==> config.mk <==
export PLATFORM = sky130hd
export DESIGN_NAME = serial_capture_flat
export DESIGN_NICKNAME = d
export VERILOG_FILES = /design/src/rtl/serial_capture_if.sv /design/src/rtl/serial_capture.sv /design/src/flat_wrapper.sv
export SDC_FILE = /design/constraint.sdc
export NUM_CORES = 1
export LEC_CHECK = 0
export CORE_ASPECT_RATIO = 0.6
export CORE_MARGIN = 2
export CORE_UTILIZATION = 47
export DETAILED_ROUTE_END_ITERATION = 8
export PLACE_DENSITY_LB_ADDON = 0.15
export SLEW_MARGIN = 20
export SYNTH_ARGS = -nofsm -noshare
export SYNTH_HDL_FRONTEND = slang
export SYNTH_SLANG_ARGS = --single-unit
==> constraint.sdc <==
create_clock -name clock -period 1.4 [get_ports clock]
set_clock_uncertainty 0.15 [all_clocks]
set_input_delay 0.28 -clock clock [delete_from_list [all_inputs] [get_ports clock]]
set_output_delay 0.28 -clock clock [all_outputs]
set_load 0.1 [all_outputs]
==> src/rtl/serial_capture_if.sv <==
// ---------------------------------------------------------------------------
// serial_capture_if
// Groups the serial line, the consumer handshake and the status outputs of
// serial_capture into one bundle.
//
// Signals:
//   data      serial line into the capture block, idle high
//   ack       consumer acknowledge of the presented word
//   q         last captured data word (WIDTH bits)
//   valid     q holds an unacknowledged word
//   frame_err sticky flag: a frame was received with a bad stop or parity bit
//   overrun   sticky flag: a good frame arrived while a word was still pending
//   busy      receiver is inside a frame
//
// Modports:
//   slave  - the capture block (drives q/valid/flags, reads data/ack)
//   master - the line driver and consumer side
// ---------------------------------------------------------------------------
interface serial_capture_if #(
  parameter int WIDTH = 8
) ();

  logic             data;
  logic             ack;
  logic [WIDTH-1:0] q;
  logic             valid;
  logic             frame_err;
  logic             overrun;
  logic             busy;

  modport slave (
    input  data,
    input  ack,
    output q,
    output valid,
    output frame_err,
    output overrun,
    output busy
  );

  modport master (
    output data,
    output ack,
    input  q,
    input  valid,
    input  frame_err,
    input  overrun,
    input  busy
  );

endinterface

==> src/rtl/serial_capture.sv <==
// ---------------------------------------------------------------------------
// serial_capture
// Receives frames on a one-bit-per-clock serial line: start bit 0, WIDTH data
// bits LSB first, optional even-parity bit, stop bit 1. A good frame is
// presented on q with valid until the consumer acknowledges it.
//
// Optional feature macro: PARITY_CHECK_EN
//   defined   - frames carry an even-parity bit after the data bits; a parity
//               mismatch is treated like a bad stop bit.
//   undefined - no parity bit, no parity state or logic.
//
// Ports:
//   clock  rising-edge clock for all state
//   clear  asynchronous active-low reset
//   bus    serial_capture_if.slave: data, ack in; q, valid, frame_err,
//          overrun, busy out
// ---------------------------------------------------------------------------
module serial_capture #(
  parameter int WIDTH = 8
) (
  input  logic            clock,
  input  logic            clear,
  serial_capture_if.slave bus
);

  localparam int CNT_W = $clog2(WIDTH) + 1;

  typedef enum logic [1:0] {
    IDLE,
    DATA,
`ifdef PARITY_CHECK_EN
    PARITY,
`endif
    STOP
  } state_t;

  state_t           state_q, state_d;
  logic [CNT_W-1:0] cnt_q,   cnt_d;
  logic [WIDTH-1:0] shift_q, shift_d;
  logic [WIDTH-1:0] word_q,  word_d;
  logic             valid_q, valid_d;
  logic             ferr_q,  ferr_d;
  logic             ovr_q,   ovr_d;
`ifdef PARITY_CHECK_EN
  logic             par_q,   par_d;
`endif

  logic frame_done;
  logic frame_ok;

  always_ff @(posedge clock or negedge clear) begin
    if (!clear) begin
      state_q <= IDLE;
      cnt_q   <= '0;
      shift_q <= '0;
      word_q  <= '0;
      valid_q <= 1'b0;
      ferr_q  <= 1'b0;
      ovr_q   <= 1'b0;
`ifdef PARITY_CHECK_EN
      par_q   <= 1'b0;
`endif
    end else begin
      state_q <= state_d;
      cnt_q   <= cnt_d;
      shift_q <= shift_d;
      word_q  <= word_d;
      valid_q <= valid_d;
      ferr_q  <= ferr_d;
      ovr_q   <= ovr_d;
`ifdef PARITY_CHECK_EN
      par_q   <= par_d;
`endif
    end
  end

  always_comb begin
    state_d    = state_q;
    cnt_d      = cnt_q;
    shift_d    = shift_q;
    word_d     = word_q;
    valid_d    = valid_q;
    ferr_d     = ferr_q;
    ovr_d      = ovr_q;
`ifdef PARITY_CHECK_EN
    par_d      = par_q;
`endif
    frame_done = 1'b0;
    frame_ok   = 1'b0;

    unique case (state_q)
      IDLE: begin
        if (!bus.data) begin
          state_d = DATA;
          cnt_d   = '0;
        end
      end

      DATA: begin
        // Write the sampled bit into its slot; earlier slots keep their value.
        for (int i = 0; i < WIDTH; i++) begin
          if (cnt_q == CNT_W'(i)) shift_d[i] = bus.data;
        end
        cnt_d = cnt_q + CNT_W'(1);
        if (cnt_q == CNT_W'(WIDTH - 1)) begin
`ifdef PARITY_CHECK_EN
          state_d = PARITY;
`else
          state_d = STOP;
`endif
        end
      end

`ifdef PARITY_CHECK_EN
      PARITY: begin
        par_d   = bus.data;
        state_d = STOP;
      end
`endif

      STOP: begin
        // The stop bit is consumed here; the next bit is looked at in IDLE,
        // so a 0 stop bit can never be mistaken for a start bit.
        state_d    = IDLE;
        frame_done = 1'b1;
`ifdef PARITY_CHECK_EN
        // Even parity: data bits XOR parity bit must be 0.
        frame_ok   = bus.data & ~(^shift_q ^ par_q);
`else
        frame_ok   = bus.data;
`endif
      end

      default: state_d = IDLE;
    endcase

    if (frame_done && !frame_ok) begin
      ferr_d = 1'b1;
    end

    if (frame_done && frame_ok) begin
      if (valid_q && !bus.ack) begin
        // Pending word not yet taken: drop the new one, keep q stable.
        ovr_d = 1'b1;
      end else begin
        // Either nothing pending or it is acknowledged on this very edge.
        word_d  = shift_q;
        valid_d = 1'b1;
      end
    end else if (valid_q && bus.ack) begin
      valid_d = 1'b0;
    end
  end

  assign bus.q         = word_q;
  assign bus.valid     = valid_q;
  assign bus.frame_err = ferr_q;
  assign bus.overrun   = ovr_q;
  assign bus.busy      = (state_q != IDLE);

endmodule

==> src/flat_wrapper.sv <==
// flat-port wrapper written by rule: the top's interface ports become plain ports
module serial_capture_flat 
#(
  parameter int WIDTH = 8
)
  (clock, clear, bus_data, bus_ack, bus_q, bus_valid, bus_frame_err, bus_overrun, bus_busy);
  serial_capture_if #(.WIDTH(WIDTH)) bus_i ();
  input  logic clock;
  input  logic clear;
  input wire logic [$bits(bus_i.data)-1:0] bus_data;
  input wire logic [$bits(bus_i.ack)-1:0] bus_ack;
  output wire logic [$bits(bus_i.q)-1:0] bus_q;
  output wire logic [$bits(bus_i.valid)-1:0] bus_valid;
  output wire logic [$bits(bus_i.frame_err)-1:0] bus_frame_err;
  output wire logic [$bits(bus_i.overrun)-1:0] bus_overrun;
  output wire logic [$bits(bus_i.busy)-1:0] bus_busy;
  assign bus_i.data = bus_data;
  assign bus_i.ack = bus_ack;
  assign bus_q = bus_i.q;
  assign bus_valid = bus_i.valid;
  assign bus_frame_err = bus_i.frame_err;
  assign bus_overrun = bus_i.overrun;
  assign bus_busy = bus_i.busy;
  serial_capture #(.WIDTH(WIDTH)) u_core (.clock(clock), .clear(clear), .bus(bus_i));
endmodule
==> impl_metrics.sql, run 1 <==
INSERT INTO impl_metrics (metric_group, metric, value, unit) VALUES
('placed_design', 'gp_routability_congestion', '0.745', ''),
('power', 'finalPower', '4.53', 'mW'),
('critical_path', 'worstSetupStartpoint', 'u_core.state_q[1]', ''),
('power', 'pwr-share-clk', '9.8', '%'),
('sta', 'finalCriticalPeriod', '1.56', 'ns'),
('grt', 'gr-total-overflow', '0', ''),
('cells_and_area', 'areaGrowthSynthToFinish', '54.8', '%'),
('grt', 'grt.busiest_layer', 'met2', ''),
('grt', 'maximum_number_of_pins_on_one_net_before_global_route_repair', '26', ''),
('sta', 'worst_slew_margin_rel', '80.6', '%'),
('synthesis', 'yosysUniqueCellTypes', '27', ''),
('critical_path', 'timing.rr.start', 'u_core.state_q[1]', ''),
('power', 'leakage_power_figure', '0.868', 'nW'),
('grt', 'groute.layer.met2.usage', '28.7', '%'),
('routing', 'drc_errors', '0', ''),
('critical_path', 'critPathKind', 'reg2out', ''),
('floorplan', 'placement_rows', '13', ''),
('power', 'p_switching', '2.01', 'mW'),
('floorplan', 'die-area', '2900', 'um2'),
('routing', 'ant_nets', '0', ''),
('synthesis', 'syn-num-nets', '93', ''),
('routing', 'routedWlPerCell', '15.1', 'um'),
('sta', 'final_hold_viol_count', '0', ''),
('min_path', 'hold_path.class', 'in2async', ''),
('power', 'internal-power', '2.52', 'mW'),
('critical_path', 'arrival', '1.13', 'ns'),
('critical_path', 'critical_path.endpoint', 'bus_busy', ''),
('cells_and_area', 'final_core_util', '80.2', '%'),
('floorplan', 'dieWidth', '68.2', 'um'),
('grt', 'grt_first_pass_wirelength', '4020', 'um'),
('power', 'vdd_ir_drop_max', '0.00177', 'V'),
('routing', 'drt-total-wl', '2390', 'um'),
('critical_path', 'crit_path_end_kind', 'output port', ''),
('clock_tree', 'cts_buffers', '3', ''),
('clock_tree', 'post_cts_hold_buffer_count', '0', ''),
('placed_design', 'port_buffers', '15', ''),
('routing', 'firstDrtPassIters', '4', ''),
('critical_path', 'worst_setup_path_start_kind', 'flip-flop', ''),
('clock_tree', 'cts-htree-levels', '1', ''),
('sta', 'timing.final.setup_violations', '23', ''),
('flow_run', 'drv_cap', '0', ''),
('grt', 'global_route.usage.met1', '28.3', '%'),
('floorplan', 'dieHeight', '42.5', 'um'),
('sta', 'clock.fmax', '641', 'MHz'),
('clock_tree', 'clock_tree.root_cell', 'sky130_fd_sc_hd__clkbuf_8', ''),
('placed_design', 'hpwl', '1670', 'um'),
('clock_tree', 'clock_transition_time_at_the_flip_flop_clock_pins_of_the_worst_setup_and_hold_paths', '0.09', 'ns'),
('power', 'sequential_group_share_of_total_power', '29.7', '%'),
('cells_and_area', 'post_route_cells_drive_above_1_share', '57.0', '%'),
('cells_and_area', 'final_nets', '137', ''),
('critical_path', 'cp_max_fo', '4', ''),
('critical_path', 'regToRegEndpoint', 'u_core.shift_q[7]', ''),
('power', 'switching_share', '44.4', '%'),
('synthesis', 'ys_ff_latch', '25', ''),
('outcome', 'status', 'finished with violations', ''),
('floorplan', 'initial_core_util', '51.8', '%'),
('floorplan', 'coreArea', '2240', 'um2'),
('grt', 'grtUsageMet3', '5.65', '%'),
('outcome', 'violations', 'setup timing', ''),
('routing', 'detail_route.iter0.violations', '36', ''),
('sta', 'final.setup.worst_slack', '-0.160', 'ns'),
('sta', 'slew_limit_fails', '0', ''),
('cells_and_area', 'insertedDiodeCount', '0', ''),
('critical_path', 'r2r.worst_path.cells', '4', ''),
('sta', 'final_min_period_over_clock_period', '111', '%'),
('sta', 'hold-worst-slack', '0.197', 'ns'),
('grt', 'first_global_vias', '819', ''),
('power', 'powerDensity', '2520', 'nW/um2'),
('cells_and_area', 'fillerInstances', '117', ''),
('synthesis', 'synth_area', '1160', 'um2'),
('power', 'combinationalPowerShare', '60.5', '%');
-- per-layer routing --
layer | part of all wire, % | routed length [um] | up-vias
met5 | 0 | 0 | -
met4 | 0 | 0 | 0
met3 | 5.0 | 119 | 0
met2 | 47 | 1130 | 23
met1 | 48 | 1140 | 390
li1 | - | - | 379
-- state kept, by name, indices dropped and copies added (netlist names) --
| register | cells |
|---|---|
| u_core.bus.q | 8 |
| u_core.shift_q | 8 |
| u_core.cnt_q | 4 |
| u_core.state_q | 2 |
| u_core.bus.frame_err | 1 |
| u_core.bus.overrun | 1 |
| u_core.bus.valid | 1 |
-- layout make-up --
cell class	count	area (um2)	share of cell area [%]
flip-flops and latches	25	632	35.1
multi-input cells	51	542	30.1
repair buffers	42	512	28.4
clock buffers	3	41.3	2.29
well taps	30	37.5	2.09
inverters	6	27.5	1.53
clock inverters	1	7.51	0.417
-- what timing repair did --
item / CTS / global route
pin swaps: 6 / 6
resized for setup: 15 / 1
setup buffers: 5 / 3
setup endpoints to repair: 19 / 23
-- stage by stage --
stage | setup slack (ns) | setup TNS [ns] | area (um2) | cells
floorplan | -0.177 | -1.52 | 1180 | 85
global placement | -0.356 | -4.26 | 1640 | 147
detailed placement | -0.406 | -5.03 | 1640 | 147
CTS | -0.143 | -1.63 | 1780 | 156
global route | -0.194 | -2.87 | 1800 | 158
finish | -0.160 | -1.80 | 1800 | 158
-- Yosys cell counts --
library cell                instances  area share [%]
sky130_fd_sc_hd__a32o_1             1            0.86
sky130_fd_sc_hd__mux2_1             1            0.97
sky130_fd_sc_hd__o31ai_1            1            0.65
sky130_fd_sc_hd__mux2_4            12              16
sky130_fd_sc_hd__o21bai_1           1            0.65
sky130_fd_sc_hd__a21o_1             2             1.3
sky130_fd_sc_hd__nand3b_1           1            0.65
sky130_fd_sc_hd__and4bb_1           1             1.1
sky130_fd_sc_hd__nand2_1           10             3.2
sky130_fd_sc_hd__a211o_1            1            0.75
sky130_fd_sc_hd__inv_1              6             1.9
sky130_fd_sc_hd__nor3_2             1            0.86
sky130_fd_sc_hd__nand2b_1           2             1.1
sky130_fd_sc_hd__clkbuf_1           1            0.32
sky130_fd_sc_hd__nor2_1             2            0.65
sky130_fd_sc_hd__mux2i_1            1            0.86
sky130_fd_sc_hd__nor2b_2            1            0.75
sky130_fd_sc_hd__nand3_1            1            0.43
sky130_fd_sc_hd__and3_1             1            0.54
sky130_fd_sc_hd__nor4b_4            1             2.0
sky130_fd_sc_hd__ha_1               4             4.3
sky130_fd_sc_hd__mux2_2             3             2.9
sky130_fd_sc_hd__o2bb2ai_1          1            0.75
sky130_fd_sc_hd__dfrtp_1           25              54
sky130_fd_sc_hd__a41oi_1            1            0.75
sky130_fd_sc_hd__buf_6              2             1.9
sky130_fd_sc_hd__nor3_1             1            0.43
-- power groups by stage --
stage / clock network (mW) / logic (mW) / registers (mW)
floorplan: 0 / 0.865 / 2.03
global placement: 0 / 2.50 / 1.32
detailed placement: 0 / 2.57 / 1.34
CTS: 0.447 / 2.70 / 1.34
global route: 0.486 / 2.87 / 1.38
finish: 0.443 / 2.74 / 1.35
-- critical path, stage by stage (launching register included) --
cell and delay (ns):
sky130_fd_sc_hd__dfrtp_2 0.46, sky130_fd_sc_hd__buf_6 0.14, sky130_fd_sc_hd__inv_4 0.05, sky130_fd_sc_hd__nand2_4 0.04, sky130_fd_sc_hd__buf_12 0.16
-- worst min-delay path by stage --
stage,start,end,slack [ns]
2_1_floorplan,clear,u_core.bus.frame_err,-0.17
3_3_place_gp,u_core.shift_q[7],u_core.shift_q[7],0.33
3_5_place_dp,u_core.shift_q[7],u_core.shift_q[7],0.33
4_1_cts,clear,u_core.cnt_q[3],0.20
5_1_grt,clear,u_core.cnt_q[2],0.21
6_report,clear,u_core.cnt_q[3],0.20
-- cells by family (layout without fill, tap and decap cells) --
logic type,count (synthesis),count (layout),synth area share [%]
simple gates,22,22,11.7
mux,17,17,20.2
fa+ha+maj,4,4,4.31
buf+inv,9,52,4.20
compound gates,8,8,5.71
flops,25,25,53.8
Power figures use the tool's default switching activity.
==> run 2, diff against run 1 <==
==> constraint.sdc (replaced) <==
create_clock -name clock -period 1.4 [get_ports clock]
set_clock_uncertainty 0.15 [all_clocks]
set_input_delay 0.21 -clock clock [delete_from_list [all_inputs] [get_ports clock]]
set_output_delay 0.21 -clock clock [all_outputs]
set_load 0.1 [all_outputs]
==> run 2 against run 1 <==
  * The run still ends with setup timing left
  * Cell area down 2.2%
  * Total power decreased by 1.0%
  * Critical path depth increased by 1
  * Final cell count decreased by 2.5%
  * Sequential power hardly changed
  * First-iteration DRC count down 2.8%
  * Largest power group unchanged
==> impl_metrics.sql, run 2 (synthesis results as in run 1) <==
INSERT INTO impl_metrics (metric_group, metric, value, unit) VALUES
('sta', 'clock.fmax', '614', 'MHz'),
('grt', 'track_usage', '19.7', '%'),
('grt', 'gr-total-overflow', '0', ''),
('power', 'vdd_ir_drop_max', '0.00215', 'V'),
('critical_path', 'worst_setup_path_start_kind', 'flip-flop', ''),
('cells_and_area', 'layout_common_cells', 'sky130_fd_sc_hd__dfrtp_1 (22), sky130_fd_sc_hd__buf_4 (16), sky130_fd_sc_hd__mux2_4 (15)', ''),
('power', 'internal-power', '2.50', 'mW'),
('critical_path', 'critPathKind', 'reg2out', ''),
('sta', 'final_hold_viol_count', '0', ''),
('outcome', 'violations', 'setup timing', ''),
('cells_and_area', 'layout.cells.non_filler', '154', ''),
('clock_tree', 'max-clock-path-buffers', '2', ''),
('grt', 'first_global_vias', '785', ''),
('power', 'combinationalPowerShare', '60.1', '%'),
('grt', 'grt_antenna_before_repair', '0', ''),
('clock_tree', 'cts_buffers', '3', ''),
('routing', 'wl_met3', '95', 'um'),
('sta', 'rsz_0062_raised_after_global_routing', 'yes', ''),
('power', 'finalPower', '4.49', 'mW'),
('cells_and_area', 'insertedDiodeCount', '0', ''),
('clock_tree', 'clk-insertion-delay-late', '0.28', 'ns'),
('routing', 'routedWlPerCell', '16.0', 'um'),
('power', 'switching_share', '44.3', '%'),
('min_path', 'hold_path.class', 'in2async', ''),
('cells_and_area', 'final_nets', '133', ''),
('placed_design', 'hpwl', '1700', 'um'),
('cells_and_area', 'postLayoutCellArea', '1760', 'um2'),
('floorplan', 'die-area', '2900', 'um2'),
('sta', 'worst_slew_margin_rel', '80.7', '%'),
('critical_path', 'slowest_delay', '0.46', 'ns'),
('clock_tree', 'cts-htree-levels', '1', ''),
('power', 'pwr-share-clk', '9.9', '%'),
('floorplan', 'io_pins', '16', ''),
('routing', 'route.detailed.vias_per_inst', '5.03', ''),
('cells_and_area', 'areaGrowthSynthToFinish', '51.3', '%'),
('critical_path', 'r2r.worst_path.cells', '4', ''),
('critical_path', 'timing.reg2reg.setup_slack', '-0.22', 'ns'),
('routing', 'routedLengthMet1', '1130', 'um'),
('critical_path', 'crit_path_end_kind', 'output port', ''),
('sta', 'final.setup.tns', '-1.87', 'ns'),
('sta', 'finalCriticalPeriod', '1.63', 'ns'),
('outcome', 'status', 'finished with violations', ''),
('sta', 'hold-worst-slack', '0.134', 'ns'),
('critical_path', 'required_time_of_the_worst_setup_path', '1.04', 'ns'),
('sta', 'final_min_period_over_clock_period', '116', '%'),
('routing', 'uppermost_layer_routed', 'met4', ''),
('floorplan', 'dieHeight', '42.5', 'um'),
('placed_design', 'inst_count_dp', '146', ''),
('routing', 'detail_route.iter0.violations', '35', ''),
('floorplan', 'dieWidth', '68.2', 'um'),
('cells_and_area', 'final_core_util', '78.4', '%'),
('power', 'sequential_group_share_of_total_power', '30.0', '%'),
('power', 'powerDensity', '2550', 'nW/um2'),
('clock_tree', 'tritoncts', 'done', ''),
('critical_path', 'crit_slowest_cell', 'sky130_fd_sc_hd__dfrtp_2', ''),
('critical_path', 'crit_cells', '5', ''),
('flow_run', 'drv_cap', '0', ''),
('routing', 'drc_errors', '0', ''),
('clock_tree', 'clock_tree.root_cell', 'sky130_fd_sc_hd__clkbuf_8', ''),
('placed_design', 'gp_routability_congestion', '0.746', ''),
('routing', 'firstDrtPassIters', '4', ''),
('cells_and_area', 'post_route_cells_drive_above_1_share', '53.2', '%'),
('critical_path', 'cpLargestDelayFamily', 'buffers and inverters', ''),
('critical_path', 'arrival', '1.27', 'ns'),
('placed_design', 'preCtsSetupSlack', '-0.324', 'ns'),
('routing', 'drt-total-wl', '2460', 'um'),
('cells_and_area', 'fillerInstances', '126', ''),
('routing', 'detailroute.via_count', '774', ''),
('sta', 'worstMarginPinSlew', '0.289', 'ns'),
('critical_path', 'regToRegEndpoint', 'u_core.shift_q[3]', ''),
('sta', 'slew_limit_fails', '0', ''),
('critical_path', 'cp.buffers_inverters', '4', ''),
('grt', 'maximum_number_of_pins_on_one_net_before_global_route_repair', '26', ''),
('clock_tree', 'post_cts_hold_buffer_count', '0', ''),
('placed_design', 'dpl_cell_area', '1630', 'um2'),
('grt', 'grt_first_pass_wirelength', '3930', 'um'),
('sta', 'final.setup.worst_slack', '-0.229', 'ns'),
('sta', 'timing.final.setup_violations', '22', ''),
('critical_path', 'cp_max_fo', '5', ''),
('power', 'leakage_power_figure', '0.862', 'nW'),
('clock_tree', 'clock_transition_time_at_the_flip_flop_clock_pins_of_the_worst_setup_and_hold_paths', '0.09', 'ns'),
('routing', 'ant_nets', '0', ''),
('routing', 'route.met2.wl', '1180', 'um'),
('critical_path', 'critical_path.cell_chain', 'buf_4 > buf_6 > inv_4 > nand2_4 > buf_12', ''),
('floorplan', 'initial_core_util', '51.8', '%'),
('power', 'p_switching', '1.99', 'mW'),
('critical_path', 'timing.rr.start', 'u_core.state_q[1]', ''),
('floorplan', 'coreArea', '2240', 'um2'),
('clock_tree', 'clock-sinks', '25', ''),
('placed_design', 'port_buffers', '15', ''),
('cells_and_area', 'mostFrequentLayoutCell', 'sky130_fd_sc_hd__dfrtp_1', ''),
('floorplan', 'placement_rows', '13', '');
==> run 2: final cells by class <==
type	instances	area, um2	share of cell area, %
Clock buffer	3	41.3	2.35
Clock inverter	1	7.51	0.427
Inverter	6	25.0	1.42
Multi-Input combinational cell	51	529	30.1
Sequential cell	25	632	35.9
Tap cell	30	37.5	2.13
Timing Repair Buffer	38	487	27.7
==> run 2: worst register-to-register path: cells and delay by family (launching register included) <==
kind                   cells  cell delay (ns)
DFF                        1             0.46
and+or+nand+nor            2             0.45
muxes                      1             0.31
buffers and inverters      1             0.14
==> run 2: layer usage <==
layer | global-route usage, % | up-vias
met5 | 0 | -
met4 | 8.40 | 0
met3 | 5.65 | 5
met2 | 29.7 | 17
met1 | 26.3 | 382
li1 | - | 370
==> run 2: worst max-delay path by stage <==
stage | to | slack [ns] | start
2_1_floorplan | u_core.bus.q[0] | -0.18 | u_core.bus.valid
3_3_place_gp | u_core.bus.q[6] | -0.29 | bus_data
3_5_place_dp | u_core.bus.q[6] | -0.32 | bus_data
4_1_cts | u_core.shift_q[3] | -0.17 | u_core.state_q[1]
5_1_grt | u_core.shift_q[3] | -0.27 | u_core.state_q[1]
6_report | bus_busy | -0.23 | u_core.state_q[1]
==> run 2: repair_timing <==
action                                  in CTS  in global routing
setup buffers                                2                  2
pin swaps                                    6                  8
endpoints found under the setup margin      18                 20
hold endpoints to repair                     0                  0
gates resized for setup                      7                  7
==> run 2: power by group through the flow <==
stage	registers [mW]	logic, mW	clock network [mW]
6_report	1.34	2.70	0.446
5_1_grt	1.38	2.83	0.487
4_1_cts	1.34	2.61	0.458
3_5_place_dp	1.35	2.55	0
3_3_place_gp	1.32	2.49	0
2_1_floorplan	2.03	0.865	0
